[src/rtl/hbm_wt_scale_unpack_pkg.sv]
// Shared HBM constants and types for the weight/scale unpacker.
// Derived constants follow from the beat, weight and scale widths.
package hbm_wt_scale_unpack_pkg;

  localparam int HBM_DW        = 256;
  localparam int WT_DW         = 4;
  localparam int SCALE_DW      = 16;
  localparam int T_QUANT_BLOCK = 128;

  localparam int WPB         = HBM_DW / WT_DW;
  localparam int SPB         = HBM_DW / SCALE_DW;
  localparam int GROUP_CHIN  = SPB * T_QUANT_BLOCK;
  localparam int GROUP_BEATS = GROUP_CHIN / WPB;

  typedef enum logic [1:0] {
    IDLE  = 2'd0,
    SCALE = 2'd1,
    WT    = 2'd2
  } state_t;

endpackage

[src/rtl/hbm_wt_scale_unpack_pipe_reg.sv]
// Single valid/ready register stage with a parameterised payload.
// Accepts a new word whenever the stage is empty or is being drained.
module hbm_pipe_reg #(
  parameter int DW = 8
) (
  input  logic          clk,
  input  logic          rst_n,
  input  logic          i_vld,
  output logic          o_rdy,
  input  logic [DW-1:0] i_dat,
  output logic          o_vld,
  input  logic          i_rdy,
  output logic [DW-1:0] o_dat
);

  logic          r_vld;
  logic [DW-1:0] r_dat;

  assign o_rdy = !r_vld || i_rdy;
  assign o_vld = r_vld;
  assign o_dat = r_dat;

  always_ff @(posedge clk or negedge rst_n) begin
    if (!rst_n) begin
      r_vld <= 1'b0;
      r_dat <= '0;
    end else if (i_vld && o_rdy) begin
      r_vld <= 1'b1;
      r_dat <= i_dat;
    end else if (i_rdy) begin
      r_vld <= 1'b0;
    end
  end

endmodule

[src/rtl/hbm_wt_scale_unpack.sv]
// Splits an HBM row stream into per-group scale beats and weight beats,
// tagging each weight beat with its quant scale and row-end marker.
module hbm_wt_scale_unpack #(
  parameter int HBM_DW        = hbm_wt_scale_unpack_pkg::HBM_DW,
  parameter int WT_DW         = hbm_wt_scale_unpack_pkg::WT_DW,
  parameter int SCALE_DW      = hbm_wt_scale_unpack_pkg::SCALE_DW,
  parameter int T_QUANT_BLOCK = hbm_wt_scale_unpack_pkg::T_QUANT_BLOCK
) (
  input  logic                clk,
  input  logic                rst_n,
  input  logic                start,
  input  logic [15:0]         cfg_chin,
  input  logic [15:0]         cfg_rows,
  input  logic                s_vld,
  output logic                s_rdy,
  input  logic [HBM_DW-1:0]   s_dat,
  output logic                m_vld,
  input  logic                m_rdy,
  output logic [HBM_DW-1:0]   m_wt,
  output logic [SCALE_DW-1:0] m_scale,
  output logic                m_last,
  output logic                busy,
  output logic                done
);
  import hbm_wt_scale_unpack_pkg::*;

  localparam int M_WPB         = HBM_DW / WT_DW;
  localparam int M_SPB         = HBM_DW / SCALE_DW;
  localparam int M_GROUP_CHIN  = M_SPB * T_QUANT_BLOCK;
  localparam int M_GROUP_BEATS = M_GROUP_CHIN / M_WPB;
  localparam int PW            = HBM_DW + SCALE_DW + 1;

  state_t r_state, w_nextState;

  logic [HBM_DW-1:0]   r_scale;
  logic [15:0]         r_rows, r_ngrp, r_lastBeats;
  logic [15:0]         r_row, r_grp, r_beat;
  logic                r_busy, r_final;

  logic                w_start, w_sHs, w_pipeRdy, w_pipeInVld;
  logic                w_grpLast, w_rowLast, w_beatLast, w_done;
  logic [15:0]         w_ngrp, w_lastBeats, w_beatLimit;
  logic [31:0]         w_k;
  logic [SCALE_DW-1:0] w_scaleSel;
  logic [PW-1:0]       w_pipeIn, w_pipeOut;
  int                  w_chinI, w_remI;

  assign w_start = start && !r_busy && (r_state == IDLE);
  assign w_sHs   = s_vld && s_rdy;

  // Group count and size of the trailing (possibly partial) group.
  always_comb begin
    w_chinI     = int'(cfg_chin);
    w_remI      = w_chinI % M_GROUP_CHIN;
    w_ngrp      = 16'((w_chinI + M_GROUP_CHIN - 1) / M_GROUP_CHIN);
    w_lastBeats = (w_remI == 0) ? 16'(M_GROUP_BEATS)
                                : 16'((w_remI + M_WPB - 1) / M_WPB);
  end

  always_comb begin
    w_grpLast   = (r_grp == r_ngrp - 16'd1);
    w_rowLast   = (r_row == r_rows - 16'd1);
    w_beatLimit = w_grpLast ? r_lastBeats : 16'(M_GROUP_BEATS);
    w_beatLast  = (r_beat == w_beatLimit - 16'd1);
    w_k         = (32'(r_beat) * 32'(M_WPB)) / 32'(T_QUANT_BLOCK);
    w_scaleSel  = r_scale[w_k*SCALE_DW +: SCALE_DW];
  end

  always_ff @(posedge clk or negedge rst_n) begin
    if (!rst_n) r_state <= IDLE;
    else        r_state <= w_nextState;
  end

  always_comb begin
    w_nextState = r_state;
    case (r_state)
      IDLE:  if (w_start) w_nextState = SCALE;
      SCALE: if (w_sHs) w_nextState = WT;
      WT: begin
        if (w_sHs && w_beatLast) begin
          if (w_grpLast && w_rowLast) w_nextState = IDLE;
          else                        w_nextState = SCALE;
        end
      end
      default: w_nextState = IDLE;
    endcase
  end

  always_comb begin
    s_rdy       = 1'b0;
    w_pipeInVld = 1'b0;
    case (r_state)
      SCALE: s_rdy = 1'b1;
      WT: begin
        s_rdy       = w_pipeRdy;
        w_pipeInVld = s_vld;
      end
      default: s_rdy = 1'b0;
    endcase
  end

  // Counters advance only on accepted weight beats; every row restarts with a scale beat.
  always_ff @(posedge clk or negedge rst_n) begin
    if (!rst_n) begin
      r_rows      <= '0;
      r_ngrp      <= '0;
      r_lastBeats <= '0;
      r_row       <= '0;
      r_grp       <= '0;
      r_beat      <= '0;
      r_scale     <= '0;
    end else begin
      if (w_start) begin
        r_rows      <= cfg_rows;
        r_ngrp      <= w_ngrp;
        r_lastBeats <= w_lastBeats;
        r_row       <= '0;
        r_grp       <= '0;
        r_beat      <= '0;
      end
      if (r_state == SCALE && w_sHs) r_scale <= s_dat;
      if (r_state == WT && w_sHs) begin
        if (w_beatLast) begin
          r_beat <= '0;
          if (w_grpLast) begin
            r_grp <= '0;
            r_row <= w_rowLast ? 16'd0 : r_row + 16'd1;
          end else begin
            r_grp <= r_grp + 16'd1;
          end
        end else begin
          r_beat <= r_beat + 16'd1;
        end
      end
    end
  end

  // The job stays busy until the final beat leaves the output stage.
  always_ff @(posedge clk or negedge rst_n) begin
    if (!rst_n) begin
      r_busy  <= 1'b0;
      r_final <= 1'b0;
    end else begin
      if (w_start)     r_busy <= 1'b1;
      else if (w_done) r_busy <= 1'b0;
      if (r_state == WT && w_sHs && w_beatLast && w_grpLast && w_rowLast)
        r_final <= 1'b1;
      else if (w_done)
        r_final <= 1'b0;
    end
  end

  assign w_pipeIn = {w_grpLast && w_beatLast, w_scaleSel, s_dat};

  hbm_pipe_reg #(
    .DW(PW)
  ) u_outReg (
    .clk   (clk),
    .rst_n (rst_n),
    .i_vld (w_pipeInVld),
    .o_rdy (w_pipeRdy),
    .i_dat (w_pipeIn),
    .o_vld (m_vld),
    .i_rdy (m_rdy),
    .o_dat (w_pipeOut)
  );

  assign m_last  = w_pipeOut[PW-1];
  assign m_scale = w_pipeOut[HBM_DW +: SCALE_DW];
  assign m_wt    = w_pipeOut[HBM_DW-1:0];
  assign w_done  = m_vld && m_rdy && m_last && r_final;
  assign done    = w_done;
  assign busy    = r_busy;

endmodule

[config.mk]
export PLATFORM = sky130hd
export DESIGN_NAME = hbm_wt_scale_unpack
export DESIGN_NICKNAME = d
export VERILOG_FILES = /design/src/rtl/hbm_wt_scale_unpack_pkg.sv /design/src/rtl/hbm_wt_scale_unpack_pipe_reg.sv /design/src/rtl/hbm_wt_scale_unpack.sv
export SDC_FILE = /design/constraint.sdc
export NUM_CORES = 1
export LEC_CHECK = 0
export CAP_MARGIN = 20
export CORE_UTILIZATION = 43
export CTS_BUF_LIST = sky130_fd_sc_hd__clkbuf_16
export CTS_CLUSTER_DIAMETER = 100
export DETAILED_ROUTE_END_ITERATION = 8
export PLACE_DENSITY_LB_ADDON = 0.12
export SYNTH_ARGS = -nofsm -noshare
export SYNTH_HDL_FRONTEND = slang
export SYNTH_HIERARCHICAL = 1
export SYNTH_SLANG_ARGS = --single-unit
[constraint.sdc]
create_clock -name clk -period 5.3 [get_ports clk]
set_clock_uncertainty 0.1 [all_clocks]
set_input_delay 1.325 -clock clk [delete_from_list [all_inputs] [get_ports clk]]
set_output_delay 1.325 -clock clk [all_outputs]
set_load 0.02 [all_outputs]
Word-level counts from Yosys, hierarchy flattened --
Cells that the tools add are included. Widths: inputs -> output; s select.
Cells by class: reductions and logical operators 27, magnitude comparators 0, bitwise gates (word level) 2, divide/modulo/power cells 0, eq/ne operators 8, muxes and demuxes 26, $mul 0, shifts and indexed selects 1, add/subtract/negate cells 12
Operators with widths (count):
- $shiftx 256x20->16 | 1
- $mux 16 | 14
- $add 16x1->16 const B | 3
- $eq 16x16->1 | 3
- $sub 16x1->16 const B | 3
- $add 16x1->16 | 2
- $logic_not 32->1 | 1
- $sub 17x1->18 const B | 1
- $add 16x12->17 const B | 1
- $logic_and 1x1->1 | 15
- $sub 12x1->13 const B | 1
- $add 11x7->12 const B | 1
- $reduce_or 11->1 | 1
- $reduce_bool 2->1 | 4
- $mux 1 | 7
- $mux 2 | 3
- $ne 2x2->1 const B | 3
- $pmux 2 s3 | 1
- $reduce_or 6->1 | 1
- $reduce_and 3->1 | 1
- $and 1x1->1 | 2
- $eq 2x1->1 const B | 1
- $eq 2x2->1 const B | 1
- $logic_not 1->1 | 2
- other kinds (3) | 3
Storage, ports and cells: bits in registers 630, RAM bits 0, memories kept 0, latch bits 0, bits of input ports 293, memory bits (read-only) 0

Logic depth before layout (Yosys ltp) --
depth after elaboration 9, mapped depth 19

Hierarchy --
Netlist, hierarchy kept.
By module, submodules not included:
- hbm_wt_scale_unpack | cells each 1302, sequential area each 8408.1 µm², times used 1, area an instance 16907.5 µm²
- hbm_pipe_reg | cells each 580, sequential area each 6856.6 µm², times used 1, area an instance 11506.0 µm²

Worst setup path before layout --
OpenSTA, ideal clock, no wires.
path type register -> register, from register r_ngrp[2], to register r_beat[7], arrival 4.529 ns, setup time 0.126 ns, period minus slack after synthesis 4.755 ns, path buffers 1, stages on the path, launching flop included 19, slack 0.545 ns, path through dfrtp_1 -> or3_4 -> nor3_1 -> ha_1 -> xnor2_1 -> nor4_1 -> nand2_1 -> nor3_1 -> o21ai_0 -> ha_1 -> xnor2_1 -> nor3_1 -> o2111ai_1 -> or4_1 -> a32oi_2 -> and4_1 -> buf_2 -> a21oi_1 -> a221o_1
On the way: longest elaborated chain between the ends 7
Ends and longest elaborated chain:
- start, declared | RTL line hbm_wt_scale_unpack.sv:36 | logic [15:0] r_rows, r_ngrp, r_lastBeats;
- start signal, assigned | RTL line hbm_wt_scale_unpack.sv:115 | r_ngrp <= w_ngrp;
- $sub 16x1->16 | RTL line hbm_wt_scale_unpack.sv:61 | w_grpLast = (r_grp == r_ngrp - 16'd1);
- $eq 16x16->1 | RTL line hbm_wt_scale_unpack.sv:61
- $mux 16 | RTL line hbm_wt_scale_unpack.sv:63 | w_beatLimit = w_grpLast ? r_lastBeats : 16'(M_GROUP_BEATS);
- $sub 16x1->16 | RTL line hbm_wt_scale_unpack.sv:64 | w_beatLast = (r_beat == w_beatLimit - 16'd1);
- $eq 16x16->1 | RTL line hbm_wt_scale_unpack.sv:64
- $mux 16 | RTL line hbm_wt_scale_unpack.sv:123 | if (w_beatLast) begin
- $mux 16 | RTL line hbm_wt_scale_unpack.sv:122 | if (r_state == WT && w_sHs) begin
- end signal, assigned | RTL line hbm_wt_scale_unpack.sv:132 | r_beat <= r_beat + 16'd1;
- end, declared | RTL line hbm_wt_scale_unpack.sv:37 | logic [15:0] r_row, r_grp, r_beat;
Every way passes these cells. A chain may end at the register's enable or synchronous reset.

Worst setup path after layout --
from register r_ngrp[3], to register r_grp[9]
On the way: longest elaborated chain between the ends 7
Ends and longest elaborated chain:
- $sub 16x1->16 * | RTL line hbm_wt_scale_unpack.sv:61
- $eq 16x16->1 * | RTL line hbm_wt_scale_unpack.sv:61
- $mux 16 | RTL line hbm_wt_scale_unpack.sv:63
- $sub 16x1->16 | RTL line hbm_wt_scale_unpack.sv:64
- $eq 16x16->1 | RTL line hbm_wt_scale_unpack.sv:64
- $mux 16 * | RTL line hbm_wt_scale_unpack.sv:123
- $mux 16 * | RTL line hbm_wt_scale_unpack.sv:122
- end signal, assigned | RTL line hbm_wt_scale_unpack.sv:129 | r_grp <= r_grp + 16'd1;
- end, declared | RTL line hbm_wt_scale_unpack.sv:37
Mark *: on every way between the ends. The rest lies on a longest branch, timed or not.

==> results.cfg <==
[drt]
route.detailed.drc = 0
ant_nets = 0
num_vias = 18010
drt-total-wl_mm = 81.37
drt_iter0_drc = 1129
dr.pass1.iters = 4
wl_per_cell_um = 24.17
vias_per_cell = 5.349

[global_routing]
grt_usage_pct = 24.30
antenna_found_initial = 7
grt-ovfl-total = 0
grt_pass1_vias = 19250
grt_max_degree = 183
grt_pass1_wl_mm = 123.1

[synthesis]
synth-edff-count = 0
synthDominantCellAreaShare_pct = 53.72
synth_top_area_cell = dfrtp_1
synthTopCellsByCount = 610 x dfrtp_1, 276 x mux2_2, 270 x mux2_4
synth-main-ff-cell = dfrtp_1
synthArstFlopShare_pct = 100.0
synth_area_mm2 = 0.02841
yosysMostFrequentCell = dfrtp_1
yosys_warnings = 6
seq_area_frac_synth_pct = 53.72
yosys.cell_types.count = 69
postSynthCellCount = 1882
synth_fp_nets = 2187
avgSynthCellArea_um2 = 15.10
yosys-top-cells-area = dfrtp_1 54%, mux2_4 14%, mux2_2 11%
ys_ff_latch = 610

[finish]
fin_cells = 3367
final_core_util_pct = 57.20
layout.nets = 2765
syn_to_final_growth_pct = 30.48
fillerInstances = 4997
multi_input_area_mm2 = 0.01227
fin_area_mm2 = 0.03707
ff_latch_area_mm2 = 0.01527
drive_gt1_share_pct = 31.43

[clocking]
ctsHoldBuffers = 0
cts_tree = done
worstSkewPairLatency_ns = 0.61
cts_htree_levels = 3
clkTransAtPathRegs_ns = 0.05
numCtsBuffers = 69
clock_sinks = 610
root_buffer = clkbuf_16
cts.path.max_buffers = 3

[critical_path]
crit_path_cell_trace = or3_4 -> nor3_1 -> ha_1 -> xor2_1 -> nor4_2 -> buf_4 -> nand2_1 -> or3_1 -> nor2_1 -> ha_1 -> xnor2_1 -> nor3_2 -> o2111ai_1 -> or4_1 -> a32oi_4 -> nand4_4 -> buf_12 -> or4_1 -> nand3_1
cp_slowest_cell = or4_1
crit_family = simple AND/OR/NAND/NOR gates
crit_required_ns = 5.73
rr_startpoint = r_ngrp[3]$_DFFE_PN0P_
cp-end-kind = register
path_buf_inv = 2
critPathMaxFanout = 14
critical_path.startpoint = r_ngrp[3]$_DFFE_PN0P_
cp.arrival_ns = 5.45
slowest_delay_ns = 0.53
worstSetupStartpointType = register
crit_type = reg2reg

[floorplan]
num_rows = 93
fp.coreArea_mm2 = 0.06481
die_area_mm2 = 0.06711
die-height_um = 259.1
die_w_um = 259.1
ioPinCount = 570
initial_utilization_pct = 43.84

[pwr]
p_clk_share_pct = 21.4
p_sw_share_pct = 32.01
power_mw = 21.46
comb_power_share_pct = 41.7
powerDensity_mw_per_mm2 = 578.8
p_seq_share_pct = 36.9
p_leak_nw = 16.56
p_sw_mw = 6.869
peakVddDrop_mv = 0.3373
p_int_mw = 14.59

[worst_hold_path]
min_from = r_final$_DFFE_PN0P_
hp-class = reg2reg

[sta]
rsz0062_at_grt = no
setup_viol = 0
fin_crit_ns = 5.022
hold_violations = 0
worst_hold_slack_ns = 0.3817
setup_tns_ns = 0
fmax_mhz = 199.1
slew_viol_final = 0
tightest_slew_ns = 1.109
max_slew_margin_pct = 26.05
fin_ws_ns = 0.2777
post-route-period-util_pct = 94.76

[place]
io_buffers = 569
hpwl_mm = 59.64
place_inst = 3242
place_ws_ns = -0.01837
dpl_cell_area_mm2 = 0.03484
place.gp.congestion = 0.8558

[run_status]
outcome = completed

[run]
drv_cap = 0
power groups by stage:
| stage | sequential, mW | clock (mW) | combinational, mW |
|---|---|---|---|
| final | 7.93 | 4.59 | 8.94 |
| after global routing | 8.17 | 4.90 | 9.42 |
| after CTS | 7.93 | 4.71 | 9.08 |
| after detailed placement | 7.96 | 0 | 9.04 |
| after global placement | 7.88 | 0 | 8.93 |
| after floorplan | 8.87 | 0 | 4.30 |
area by class of cell:
type                       count  area share [%]
inverter                      37          0.3746
antenna                        2         0.01350
sequential                   610           41.19
timing repair buffer         612           16.65
clock inverter                52           1.124
multi-input combinational   1130           33.10
clock buffer                  69           4.657
tap                          855           2.886
worst paths after layout:
check / endpoint / slack, ns / depth (start not counted)
setup / recovery: r_grp[9]$_DFF_PN0_ / 0.28 / 19
hold / removal: r_final$_DFFE_PN0P_ / 0.38 / 1
setup reg to reg: r_grp[9]$_DFF_PN0_ / 0.28 / 19
hold reg to reg: r_final$_DFFE_PN0P_ / 0.38 / 1
max in group asynchronous: u_outReg/o_dat[124]$_DFFE_PN0P_ / 3.31 / 2
min in group asynchronous: u_outReg/o_dat[138]$_DFFE_PN0P_ / 0.67 / 1
sequential cells by signal, indices dropped and copies added, names as in the netlist:
register,flops
r_beat,16
r_scale,256
r_grp,16
r_row,16
r_ngrp,6
r_final,1
u_outReg/o_vld,1
r_state,2
u_outReg/o_dat,273
busy,1
r_lastBeats,6
r_rows,16
placed cells by master (no fill, tap or decap), types with 16 or more instances in the layout:
| cell type | synthesis | final |
|---|---|---|
| and3_1 | 21 | 20 |
| buf_4 | 0 | 31 |
| clkbuf_16 | 0 | 69 |
| clkdlybuf4s50_1 | 0 | 568 |
| clkinv_1 | 0 | 16 |
| dfrtp_1 | 610 | 608 |
| inv_1 | 36 | 49 |
| mux2_2 | 276 | 276 |
| mux2_4 | 270 | 270 |
| mux4_2 | 80 | 80 |
| nand2_1 | 62 | 62 |
| nand3_1 | 36 | 35 |
| nor2_1 | 44 | 44 |
| nor2b_1 | 25 | 25 |
| nor3_1 | 26 | 24 |
| o211ai_1 | 20 | 20 |
| o21ai_0 | 42 | 42 |
| xnor2_1 | 36 | 35 |
| xor2_1 | 21 | 21 |
per-layer routing:
metal / track usage, % / up-vias / share of wire, %
li1: - / 8026 / -
met1: 33.18 / 9413 / 44
met2: 39.98 / 492 / 49
met3: 4.228 / 77 / 4.8
met4: 6.410 / 2 / 1.7
met5: 0 / - / 0.015
logic make-up (layout without fill, tap and decap cells):
kind of cell             Yosys count  after routing  share of synthesized area, %
AO/OA/AOI/OAI                    124            124                         2.972
other                              0              2                             0
XOR/XNOR                          57             57                         1.757
AND/OR/NAND/NOR                  303            303                         5.826
flip-flops                       610            610                         53.72
multiplexers                     634            634                         31.83
buffers and inverters            142            770                         3.364
adder cells (fa/ha/maj)           12             12                        0.5284
repair_timing:
| item | 4_1_cts | 5_1_grt |
|---|---|---|
| endpoints found under the setup margin | 19 | 51 |
| resized for setup | 1 | 8 |
| buffers inserted | 0 | 2 |
| pin swaps | 0 | 2 |
(Power assumes the default switching activity.)
